--- src/rtl/frame_aligner_pkg.sv ---
// Shared constants and types for the frame aligner.
// Header byte values, frame length, FSM state and header type encodings.
package frame_aligner_pkg;

  localparam logic [7:0] HDR1_LSB = 8'hAA;
  localparam logic [7:0] HDR1_MSB = 8'hAF;
  localparam logic [7:0] HDR2_LSB = 8'h55;
  localparam logic [7:0] HDR2_MSB = 8'hBA;

  localparam int unsigned FRAME_LEN = 12;

  typedef enum logic [1:0] {
    HDR_LSB = 2'd0,
    HDR_MSB = 2'd1,
    PAYLOAD = 2'd2
  } fa_state_e;

  typedef enum logic {
    HDR_T1 = 1'b0,
    HDR_T2 = 1'b1
  } hdr_type_e;

  // 3-bit counter increment that sticks at its maximum instead of wrapping
  function automatic logic [2:0] sat_inc3(input logic [2:0] v);
    return (v == 3'd7) ? v : v + 3'd1;
  endfunction

endpackage

--- src/rtl/fa_hdr_match.sv ---
// Combinational header byte classifier: detects a header LSB (and its type)
// and checks whether the current byte is the MSB matching a recorded type.
module fa_hdr_match
  import frame_aligner_pkg::*;
#(
  parameter int DATA_W = 8
) (
  input  logic [DATA_W-1:0] rx_data,
  input  hdr_type_e         rec_type,
  output logic              lsb_hit,
  output hdr_type_e         lsb_type,
  output logic              msb_hit
);

  // classify the byte against both header types
  always_comb begin
    lsb_hit  = 1'b0;
    lsb_type = HDR_T1;
    msb_hit  = 1'b0;
    if (rx_data == HDR1_LSB) begin
      lsb_hit  = 1'b1;
      lsb_type = HDR_T1;
    end else if (rx_data == HDR2_LSB) begin
      lsb_hit  = 1'b1;
      lsb_type = HDR_T2;
    end else begin
      lsb_hit  = 1'b0;
      lsb_type = HDR_T1;
    end
    if (rec_type == HDR_T2) begin
      msb_hit = (rx_data == HDR2_MSB);
    end else begin
      msb_hit = (rx_data == HDR1_MSB);
    end
  end

endmodule

--- src/rtl/frame_aligner.sv ---
// Byte-stream frame aligner: finds 2-byte headers spaced FRAME_LEN bytes apart,
// reports byte position and lock. Optional frame counter: FRAME_ALIGNER_STATS_EN.
module frame_aligner
  import frame_aligner_pkg::*;
#(
  parameter int DATA_W      = 8,
  parameter int PAYLOAD_LEN = 10,
  parameter int LOCK_CNT    = 3,
  parameter int UNLOCK_CNT  = 4
) (
  input  logic              clk,
  input  logic              reset,
  input  logic [DATA_W-1:0] rx_data,
  output logic [3:0]        fr_byte_position,
  output logic              frame_detect
`ifdef FRAME_ALIGNER_STATS_EN
  ,
  output logic [15:0]       frame_cnt
`endif
);

  localparam logic [3:0] LAST_POS  = 4'(PAYLOAD_LEN + 1);
  localparam logic [2:0] LOCK_TH   = 3'(LOCK_CNT);
  localparam logic [2:0] UNLOCK_TH = 3'(UNLOCK_CNT);

  fa_state_e  state_r, state_s;
  hdr_type_e  type_r, type_s;
  logic [3:0] pos_r, pos_s;
  logic [2:0] good_r, good_s;
  logic [2:0] bad_r, bad_s;
  logic       lock_r, lock_s;
  logic       lsb_ok_r, lsb_ok_s;
  logic       boundary_r, boundary_s;
`ifdef FRAME_ALIGNER_STATS_EN
  logic [15:0] cnt_r, cnt_s;
`endif

  logic      lsb_hit;
  hdr_type_e lsb_type;
  logic      msb_hit;

  fa_hdr_match #(.DATA_W(DATA_W)) u_match (
    .rx_data  (rx_data),
    .rec_type (type_r),
    .lsb_hit  (lsb_hit),
    .lsb_type (lsb_type),
    .msb_hit  (msb_hit)
  );

  // next-state: search/acquire when unlocked, flywheel through fixed slots when locked
  always_comb begin
    state_s    = state_r;
    type_s     = type_r;
    pos_s      = pos_r;
    good_s     = good_r;
    bad_s      = bad_r;
    lock_s     = lock_r;
    lsb_ok_s   = lsb_ok_r;
    boundary_s = 1'b0;
`ifdef FRAME_ALIGNER_STATS_EN
    cnt_s      = cnt_r;
`endif
    case (state_r)
      HDR_LSB: begin
        pos_s = 4'd0;
        if (lock_r) begin
          state_s  = HDR_MSB;
          lsb_ok_s = lsb_hit;
          type_s   = lsb_type;
        end else if (lsb_hit) begin
          state_s  = HDR_MSB;
          lsb_ok_s = 1'b1;
          type_s   = lsb_type;
        end else begin
          state_s  = HDR_LSB;
          lsb_ok_s = 1'b0;
          // a missing header where one was due breaks the good run
          if (boundary_r) begin
            good_s = 3'd0;
          end else begin
            good_s = good_r;
          end
        end
      end
      HDR_MSB: begin
        if (lock_r) begin
          pos_s   = 4'd1;
          state_s = PAYLOAD;
          if (lsb_ok_r && msb_hit) begin
            bad_s = 3'd0;
`ifdef FRAME_ALIGNER_STATS_EN
            cnt_s = (cnt_r == 16'hFFFF) ? cnt_r : cnt_r + 16'd1;
`endif
          end else if (sat_inc3(bad_r) >= UNLOCK_TH) begin
            lock_s   = 1'b0;
            good_s   = 3'd0;
            bad_s    = 3'd0;
            pos_s    = 4'd0;
            state_s  = HDR_LSB;
            lsb_ok_s = 1'b0;
`ifdef FRAME_ALIGNER_STATS_EN
            cnt_s    = 16'd0;
`endif
          end else begin
            bad_s = sat_inc3(bad_r);
          end
        end else if (msb_hit) begin
          pos_s   = 4'd1;
          state_s = PAYLOAD;
          good_s  = sat_inc3(good_r);
          if (sat_inc3(good_r) >= LOCK_TH) begin
            lock_s = 1'b1;
          end else begin
            lock_s = 1'b0;
          end
        end else begin
          good_s = 3'd0;
          pos_s  = 4'd0;
          // the failing byte may itself start a new header
          if (lsb_hit) begin
            state_s  = HDR_MSB;
            type_s   = lsb_type;
            lsb_ok_s = 1'b1;
          end else begin
            state_s  = HDR_LSB;
            lsb_ok_s = 1'b0;
          end
        end
      end
      PAYLOAD: begin
        pos_s = pos_r + 4'd1;
        if (pos_r == LAST_POS - 4'd1) begin
          state_s    = HDR_LSB;
          boundary_s = 1'b1;
        end else begin
          state_s = PAYLOAD;
        end
      end
      default: begin
        state_s  = HDR_LSB;
        pos_s    = 4'd0;
        lsb_ok_s = 1'b0;
      end
    endcase
  end

  // state and output registers with synchronous active-low reset
  always_ff @(posedge clk) begin
    if (!reset) begin
      state_r    <= HDR_LSB;
      type_r     <= HDR_T1;
      pos_r      <= 4'd0;
      good_r     <= 3'd0;
      bad_r      <= 3'd0;
      lock_r     <= 1'b0;
      lsb_ok_r   <= 1'b0;
      boundary_r <= 1'b0;
`ifdef FRAME_ALIGNER_STATS_EN
      cnt_r      <= 16'd0;
`endif
    end else begin
      state_r    <= state_s;
      type_r     <= type_s;
      pos_r      <= pos_s;
      good_r     <= good_s;
      bad_r      <= bad_s;
      lock_r     <= lock_s;
      lsb_ok_r   <= lsb_ok_s;
      boundary_r <= boundary_s;
`ifdef FRAME_ALIGNER_STATS_EN
      cnt_r      <= cnt_s;
`endif
    end
  end

  assign fr_byte_position = pos_r;
  assign frame_detect     = lock_r;
`ifdef FRAME_ALIGNER_STATS_EN
  assign frame_cnt        = cnt_r;
`endif

endmodule

--- config.mk ---
export PLATFORM = sky130hd
export DESIGN_NAME = frame_aligner
export DESIGN_NICKNAME = d
export VERILOG_FILES = /design/src/rtl/frame_aligner_pkg.sv /design/src/rtl/fa_hdr_match.sv /design/src/rtl/frame_aligner.sv
export SDC_FILE = /design/constraint.sdc
export NUM_CORES = 1
export LEC_CHECK = 0
export ABC_CLOCK_PERIOD_IN_PS = 1800
export BUFFER_PORTS_ARGS = -buffer_cell sky130_fd_sc_hd__buf_2
export CORE_UTILIZATION = 49
export CTS_CLUSTER_SIZE = 28
export DETAILED_ROUTE_END_ITERATION = 7
export PLACE_DENSITY_LB_ADDON = 0.08
export SYNTH_ARGS = -nofsm -noshare
export SYNTH_HDL_FRONTEND = slang
export SYNTH_SLANG_ARGS = --single-unit
--- constraint.sdc ---
create_clock -name clk -period 1.8 [get_ports clk]
set_input_delay 0.36 -clock clk [delete_from_list [all_inputs] [get_ports clk]]
set_output_delay 0.36 -clock clk [all_outputs]
set_load 0.02 [all_outputs]
==> flow_summary.ini, run 1 <==
[critical_path]
worstSetupEndpointType = flip-flop
worstPathArrival_ns = 1.81
critical_path.cell_chain = nand4bb_1, a211o_1, o31a_1, buf_4, o311a_1, o22ai_1
cpPeakStageDelay_ns = 0.33
critical_path_required_ns = 2.02
setup.worst_path.start_class = flip-flop
worstSetupPathType = flip-flop to flip-flop
critPathMaxFanout = 4
crit_slowest_cell = sky130_fd_sc_hd__dfxtp_1

[cts]
htree_num_levels = 1
clk_transition_reported_paths_ns = 0.09
clock_latency_on_the_worst_skew_pair_ns = 0.28
tritoncts = done
cts-buffers-inserted = 3
cts_buffer_depth = 2
holdBufCountCts = 0
ctsRootBufferMaster = sky130_fd_sc_hd__clkbuf_4
clock_sink_count = 16
cts_post_setup_buffers_inserted = 0
post_cts.resized_instances = 0

[finish]
num-nets-final = 151
flow.area_growth_from_synthesis_pct = 17.66
post_route_cells_drive_above_1_share = 0.1894
fill_cells = 160
antennaDiodeCount = 0
multi_input_comb_area_um2 = 574.3
register_area_um2 = 320.3
layoutNonFillerInstCount = 157
stdcell_area_um2 = 1092
layout.core_utilization = 0.6258

[sta]
timing.final.hold_violations = 0
fin_crit_ns = 1.596
clock-skew-final_ns = 0.004188
setup_repair_after_global_routing_missed_its_margin = no
timing_worst_slew_pin_value_ns = 0.4213
max-slew-margin-rel = 0.7119
holdWs_ns = 0.4316
fin_tns_setup_ns = 0
min_period_over_period = 0.8865
count_of_final_max_slew_check_failures = 0
setup_viol_count_final = 0
max_clk_rate_ghz = 0.6267

[synthesis]
synth.avg_cell_area_um2 = 8.289
asyncSetResetFlopFracSynth = 0
synth-seq-area-share = 0.3450
synth.top_cell.area_share = 0.3450
syn-instance-count = 112
synth_area_um2 = 928.4
mappedNetlistNets = 130
ys_top_cells_by_area = sky130_fd_sc_hd__dfxtp_1 (35%), sky130_fd_sc_hd__ha_1 (11%), sky130_fd_sc_hd__nand2_1 (6.5%)
synthDominantAreaCellType = sky130_fd_sc_hd__dfxtp_1
ys.flop_type = sky130_fd_sc_hd__dfxtp_1
synth_enable_flop_cells = 0
synth_top_cells_by_count = sky130_fd_sc_hd__dfxtp_1 (16), sky130_fd_sc_hd__nand2_1 (16), sky130_fd_sc_hd__nor2_1 (9)
register_bit_count_reported_by_yosys = 16
synthesis.yosys.warnings = 0
synth_cell_types = 38

[global_routing]
gr-usage-met3 = 0.04762
grt.busiest_layer = met2
grt_pass1_wl_um = 2849
overall_track_demand_over_capacity_in_global_routing = 0.1927
grt.met1_usage = 0.2457
met2_usage = 0.3000
maximum_number_of_pins_on_one_net_before_global_route_repair = 17
antenna_found_initial = 0
grt.overflow.total = 0
number_of_global_route_vias_before_repair = 712

[route]
detailroute.via_count = 844
route.detailed.vias_per_inst = 5.376
avgRoutedWirePerCell_um = 11.80
finalWirelength_um = 1853
initialDrtViolationCount = 20
detailedRoute.firstPassIterationCount = 4
postRouteAntennaNets = 0
post-route-drc-count = 0

[floorplanning]
boundaryPins = 15
die-height_um = 45.53
die_width_um = 45.53
placeableCoreArea_um2 = 1745
design.die.area_um2 = 2073
initial_utilization = 0.5319
fp-row-count = 15

[placed_design]
place_hpwl_um = 1433
placed_cells_incl_taps = 153
portBuffers = 14
finalWeightedCongestion = 0.8768
dpl_cell_area_um2 = 1056

[min_path]
timing.hold.worst.class = primary input to flip-flop

[power_and_ir_drop]
ir_worst_vdd_mv = 0.4023
p_leak_nw = 0.4510
power_per_cell_area_nw_per_um2 = 567.5

[flow_run]
maxCapViolCount = 0

[outcome]
outcome = complete, no violations
logic make-up (layout without fill, tap and decap cells):
family	after synthesis	after routing	share of synthesized area
xor gates and xnor gates	2	2	0.01887
buffers and inverters	9	29	0.03639
and+or+nand+nor	53	53	0.3073
muxes	1	1	0.01078
AOI/OAI and AO/OA	23	23	0.1739
DFF	16	16	0.3450
adders and majority gates	8	8	0.1078
path summary, 6_finish.rpt:
path | from | end | slack, ns | depth (start not counted)
worst max-delay path | type_r | good_r[0] | 0.20 | 6
worst min-delay path | reset | frame_detect | 0.43 | 2
worst max register to register | type_r | good_r[0] | 0.20 | 6
worst min register to register | good_r[1] | good_r[1] | 0.48 | 2
report_power, final:
group	internal [mW]	switching [mW]	total, mW	leakage, nW
sequential	0.354	0.000189	0.354	0.129
clock	0.123	0.111	0.234	0.0210
combinational	0.0144	0.0171	0.0315	0.301
total	0.491	0.129	0.620	0.451
metrics by stage:
stage | power (mW) | setup WS, ns
CTS | 0.6275 | 0.2011
finish | 0.6199 | 0.2044
floorplan | 0.3754 | 0.08434
global placement | 0.3925 | 0.05048
detailed placement | 0.3934 | 0.03198
global route | 0.6483 | 0.1219
placed cells by master, fill, tap and decap left out, drive strengths merged, types with 3 or more instances in the layout:
| master | instances |
|---|---|
| inv | 6 |
| nor2 | 9 |
| ha | 8 |
| dfxtp | 16 |
| o21ai | 5 |
| a21oi | 3 |
| nand3 | 5 |
| clkbuf | 4 |
| nand2 | 16 |
| buf | 19 |
| nand2b | 3 |
| nor2b | 4 |
flip-flops by register name (all words and copies together), names as in the netlist:
register / count
bad_r: 3
boundary_r: 1
fr_byte_position: 4
frame_detect: 1
good_r: 3
lsb_ok_r: 1
state_r: 2
type_r: 1
cell type report:
| cell class | count | share of cell area |
|---|---|---|
| Clock buffer | 4 | 0.03322 |
| Inverter | 6 | 0.02062 |
| Multi-Input combinational cell | 87 | 0.5258 |
| Tap cell | 25 | 0.02864 |
| Timing Repair Buffer | 19 | 0.09851 |
| Sequential cell | 16 | 0.2932 |
layer usage:
metal	vias up	wire [um]
met1	389	915
met2	17	848
met3	2	73
met4	0	16
li1	436	-
met5	-	0
worst max-delay path, delay by kind of cell (launching register included):
| family | cells | cell delay [ns] |
|---|---|---|
| AO/OA/AOI/OAI | 4 | 0.85 |
| AND/OR/NAND/NOR | 1 | 0.19 |
| buffers and inverters | 1 | 0.15 |
| flip-flops | 1 | 0.33 |
(Power assumes the default switching activity.)
==> inputs of run 2 (changes only) <==
Settings changed: BUFFER_PORTS_ARGS -buffer_cell sky130_fd_sc_hd__buf_2 to not set, CORE_UTILIZATION 49 to 50, DONT_BUFFER_PORTS set to 1, REMOVE_ABC_BUFFERS set to 1.
==> flow_summary.ini, run 2 (synthesis gave the netlist of run 1 again) <==
[cts]
htree_num_levels = 1
tritoncts = done
cts-buffers-inserted = 3
clk_transition_reported_paths_ns = 0.09
clock_sink_count = 16
holdBufCountCts = 0
clock_latency_on_the_worst_skew_pair_ns = 0.28
ctsRootBufferMaster = sky130_fd_sc_hd__clkbuf_4
cts_buffer_depth = 2
post_cts.resized_instances = 0
cts_post_setup_buffers_inserted = 0

[global_routing]
number_of_global_route_vias_before_repair = 787
grt.busiest_layer = met2
grt.overflow.total = 0
overall_track_demand_over_capacity_in_global_routing = 0.2048
met2_usage = 0.3652
grt_pass1_wl_um = 3008
gr-usage-met3 = 0.06400
grt.met1_usage = 0.2344
maximum_number_of_pins_on_one_net_before_global_route_repair = 17
antenna_found_initial = 0

[placed_design]
portBuffers = 0
place_hpwl_um = 1437
finalWeightedCongestion = 0.7439

[floorplanning]
die_width_um = 45.09
fp-row-count = 15
die-height_um = 45.09
initial_utilization = 0.5377
placeableCoreArea_um2 = 1727
design.die.area_um2 = 2033
boundaryPins = 15

[critical_path]
regToRegStartpoint = type_r
critical_path.cell_chain = nand4bb_1, a211o_1, o31a_1, a31o_1, and3_1
crit_slowest_cell = sky130_fd_sc_hd__dfxtp_1
worstSetupPathType = flip-flop to flip-flop
setup.worst_path.start_class = flip-flop
worstPathArrival_ns = 1.87
critPathMaxFanout = 5
worstSetupEndpointType = flip-flop
critical_path_required_ns = 1.98
setup.worst_path.start = type_r
cpPeakStageDelay_ns = 0.34
regToRegSetupSlack_ns = 0.11

[sta]
setup_viol_count_final = 0
fin_crit_ns = 1.687
min_period_over_period = 0.9372
timing_worst_slew_pin_value_ns = 0.4333
count_of_final_max_slew_check_failures = 0
max_clk_rate_ghz = 0.5928
fin_tns_setup_ns = 0
clock-skew-final_ns = 0.004312
setup_repair_after_global_routing_missed_its_margin = no
max-slew-margin-rel = 0.7036
timing.final.hold_violations = 0

[finish]
num-nets-final = 136
layout_common_cells = sky130_fd_sc_hd__nand2_1 (16), sky130_fd_sc_hd__dfxtp_1 (16), sky130_fd_sc_hd__nor2_1 (9)
antennaDiodeCount = 0
post_route_cells_drive_above_1_share = 0.08547
flow.area_growth_from_synthesis_pct = 9.299
largest_register_ff_count = 4
fill_cells = 176

[route]
finalWirelength_um = 1828
initialDrtViolationCount = 7
detailroute.via_count = 797
route.detailed.vias_per_inst = 5.613
post-route-drc-count = 0
avgRoutedWirePerCell_um = 12.87
detailedRoute.firstPassIterationCount = 4
postRouteAntennaNets = 0

[power_and_ir_drop]
power_per_cell_area_nw_per_um2 = 589.1
p_leak_nw = 0.3835
finalPower_uw = 597.7
ir_worst_vdd_mv = 0.5898

[outcome]
outcome = complete, no violations

[min_path]
timing.hold.worst.class = primary input to flip-flop
min_from = reset

[flow_run]
maxCapViolCount = 0
==> run 2: changes by cell type in the layout (fill, tap and decap cells not counted) <==
cell	change
sky130_fd_sc_hd__buf_2	-14
sky130_fd_sc_hd__buf_4	-1
==> run 2: stage by stage <==
step	std cells	hold slack, ns	cell area, um2	worst slack, ns	util
floorplan	109	0.4481	917.1	0.08434	-
global placement	138	0.4666	978.4	0.1138	0.5667
detailed placement	138	0.4701	978.4	0.08761	0.5667
CTS	142	0.1869	1015	0.1200	0.5877
global route	142	0.1723	1015	0.03274	0.5877
finish	142	0.1937	1015	0.1131	0.5877
==> run 2: area by class of cell <==
cell class	instances	area, um2	share of cell area
Tap cell	25	31.28	0.03083
Clock buffer	4	36.28	0.03576
Sequential cell	16	320.3	0.3157
Inverter	6	22.52	0.02219
Timing Repair Buffer	4	30.03	0.02959
Multi-Input combinational cell	87	574.3	0.5660
==> run 2: worst paths after layout <==
check	to	cells past startpoint
worst max-delay path	good_r[2]	5
worst min-delay path	fr_byte_position[0]	2
worst max register to register	good_r[2]	5
worst min register to register	good_r[1]	2
==> run 2: layer usage <==
| metal | vias up | share of wire |
|---|---|---|
| met2 | 19 | 0.48 |
| met1 | 369 | 0.47 |
| met3 | 2 | 0.044 |
| met4 | 0 | 0.0066 |
| li1 | 407 | - |
| met5 | - | 0 |
==> run 2: critical path, delay by kind of cell, from the launching register on <==
family | cells | cell delay (ns)
compound gates | 3 | 0.88
flops | 1 | 0.34
simple gates | 2 | 0.36
==> run 2: report_power, final <==
part	internal, mW	switching, mW
clock	0.123	0.108
sequential	0.354	0.000228
combinational	0.00760	0.00469
==> inputs of run 3 (changes only) <==
Settings changed: ABC_CLOCK_PERIOD_IN_PS 1800 to 1900.
Clock period 1.8 ns to 1.9 ns, I/O delays scaled along.
==> flow_summary.ini, run 3 (synthesis gave the netlist of run 1 again) <==
[floorplanning]
die_width_um = 45.09
die-height_um = 45.09
placeableCoreArea_um2 = 1727
fp-row-count = 15
design.die.area_um2 = 2033
initial_utilization = 0.5377
boundaryPins = 15

[power_and_ir_drop]
power_per_cell_area_nw_per_um2 = 525.6
ir_worst_vdd_mv = 0.3307
p_leak_nw = 0.3776

[cts]
cts_post_setup_buffers_inserted = 0
ctsRootBufferMaster = sky130_fd_sc_hd__clkbuf_4
clock_sink_count = 16
clk_transition_reported_paths_ns = 0.09
post_cts.resized_instances = 0
cts_buffer_depth = 2
holdBufCountCts = 0
clock_latency_on_the_worst_skew_pair_ns = 0.29
htree_num_levels = 1
cts-buffers-inserted = 3
tritoncts = done

[route]
avgRoutedWirePerCell_um = 12.23
detailedRoute.firstPassIterationCount = 4
finalWirelength_um = 1725
route.detailed.vias_per_inst = 5.546
detailroute.via_count = 782
post-route-drc-count = 0
postRouteAntennaNets = 0
initialDrtViolationCount = 15

[critical_path]
crit_slowest_cell = sky130_fd_sc_hd__o31a_1
critical_path.cell_chain = nand4bb_1, a211o_1, o31a_1, a31o_1, and3_1
worstSetupPathType = flip-flop to flip-flop
path_depth = 5
critPathCapture = good_r[2]
critical-path-top-delay-family = compound AO/OA/AOI/OAI gates
critical_path_required_ns = 2.09
worstSetupEndpointType = flip-flop
setup.worst_path.start = type_r
regToRegSetupSlack_ns = 0.23
worstPathArrival_ns = 1.86
reg2reg_depth = 5
critPathMaxFanout = 5
critical_path.n_buffers_inverters = 0
setup.worst_path.start_class = flip-flop
r2r_endpoint = good_r[2]
cpPeakStageDelay_ns = 0.35
regToRegStartpoint = type_r

[outcome]
outcome = complete, no violations

[sta]
timing.final.hold_violations = 0
count_of_final_max_slew_check_failures = 0
setup_viol_count_final = 0
fin_crit_ns = 1.672
max_clk_rate_ghz = 0.5980
clock-skew-final_ns = 0.004987
timing_worst_slew_pin_value_ns = 0.4227
holdWs_ns = 0.2075
setup_repair_after_global_routing_missed_its_margin = no
fin_tns_setup_ns = 0
postLayoutSetupSlackWorst_ns = 0.2278
min_period_over_period = 0.8801
max-slew-margin-rel = 0.7144

[global_routing]
grt.overflow.total = 0
overall_track_demand_over_capacity_in_global_routing = 0.2042
grt_pass1_wl_um = 2987
maximum_number_of_pins_on_one_net_before_global_route_repair = 17
number_of_global_route_vias_before_repair = 762
antenna_found_initial = 0

[finish]
num-nets-final = 136
layout_common_cells = sky130_fd_sc_hd__nand2_1 (16), sky130_fd_sc_hd__dfxtp_1 (16), sky130_fd_sc_hd__nor2_1 (9)
stdcell_area_um2 = 1001
flow.area_growth_from_synthesis_pct = 7.817
largest_register_ff_count = 4
fill_cells = 180
antennaDiodeCount = 0
layoutNonFillerInstCount = 141
post_route_cells_drive_above_1_share = 0.07759

[placed_design]
placed_cells_incl_taps = 138
dpl_cell_area_um2 = 978.4
portBuffers = 0
dp_slack_ns = 0.1682
place_hpwl_um = 1362
finalWeightedCongestion = 0.7647

[min_path]
timing.hold.worst.class = primary input to flip-flop

[flow_run]
maxCapViolCount = 0
## run 3: changes by cell type in the layout (fill, tap and decap cells not counted), sizes merged
cell	delta
clkbuf	-1
## run 3: where the power goes
part / internal, mW / total, mW / switching [mW]
combinational: 0.00726 / 0.0115 / 0.00425
clock: 0.0737 / 0.179 / 0.105
sequential: 0.335 / 0.335 / 0.000187
total: 0.416 / 0.526 / 0.110
## run 3: cell type report
class,instances,area (um2),area share
clock buffers,3,22.52,0.02250
inverters,6,22.52,0.02250
multi-input cells,87,574.3,0.5738
flip-flops and latches,16,320.3,0.3200
well taps,25,31.28,0.03125
repair buffers,4,30.03,0.03000
## run 3: metal layers
layer  share of wire  wire (um)  global-route usage  vias up
li1                -          -                   -      408
met1            0.48        827              0.2525      357
met2            0.47        808              0.3333       15
met3           0.039         67             0.04000        2
met4           0.013         22              0.1091        0
met5               0          0                   0        -
## run 3: metrics by stage
step	power [mW]	utilization
floorplan	0.3535	-
global placement	0.3547	0.5667
detailed placement	0.3547	0.5667
CTS	0.5323	0.5797
global route	0.5507	0.5797
finish	0.5261	0.5797
## run 3: worst min-delay path by stage
stage,start,endpoint,depth (start not counted)
finish,reset,frame_detect,1
global route,reset,bad_r[1],1
CTS,reset,fr_byte_position[0],2
detailed placement,good_r[1],good_r[1],2
global placement,lsb_ok_r,lsb_ok_r,2
floorplan,lsb_ok_r,lsb_ok_r,2
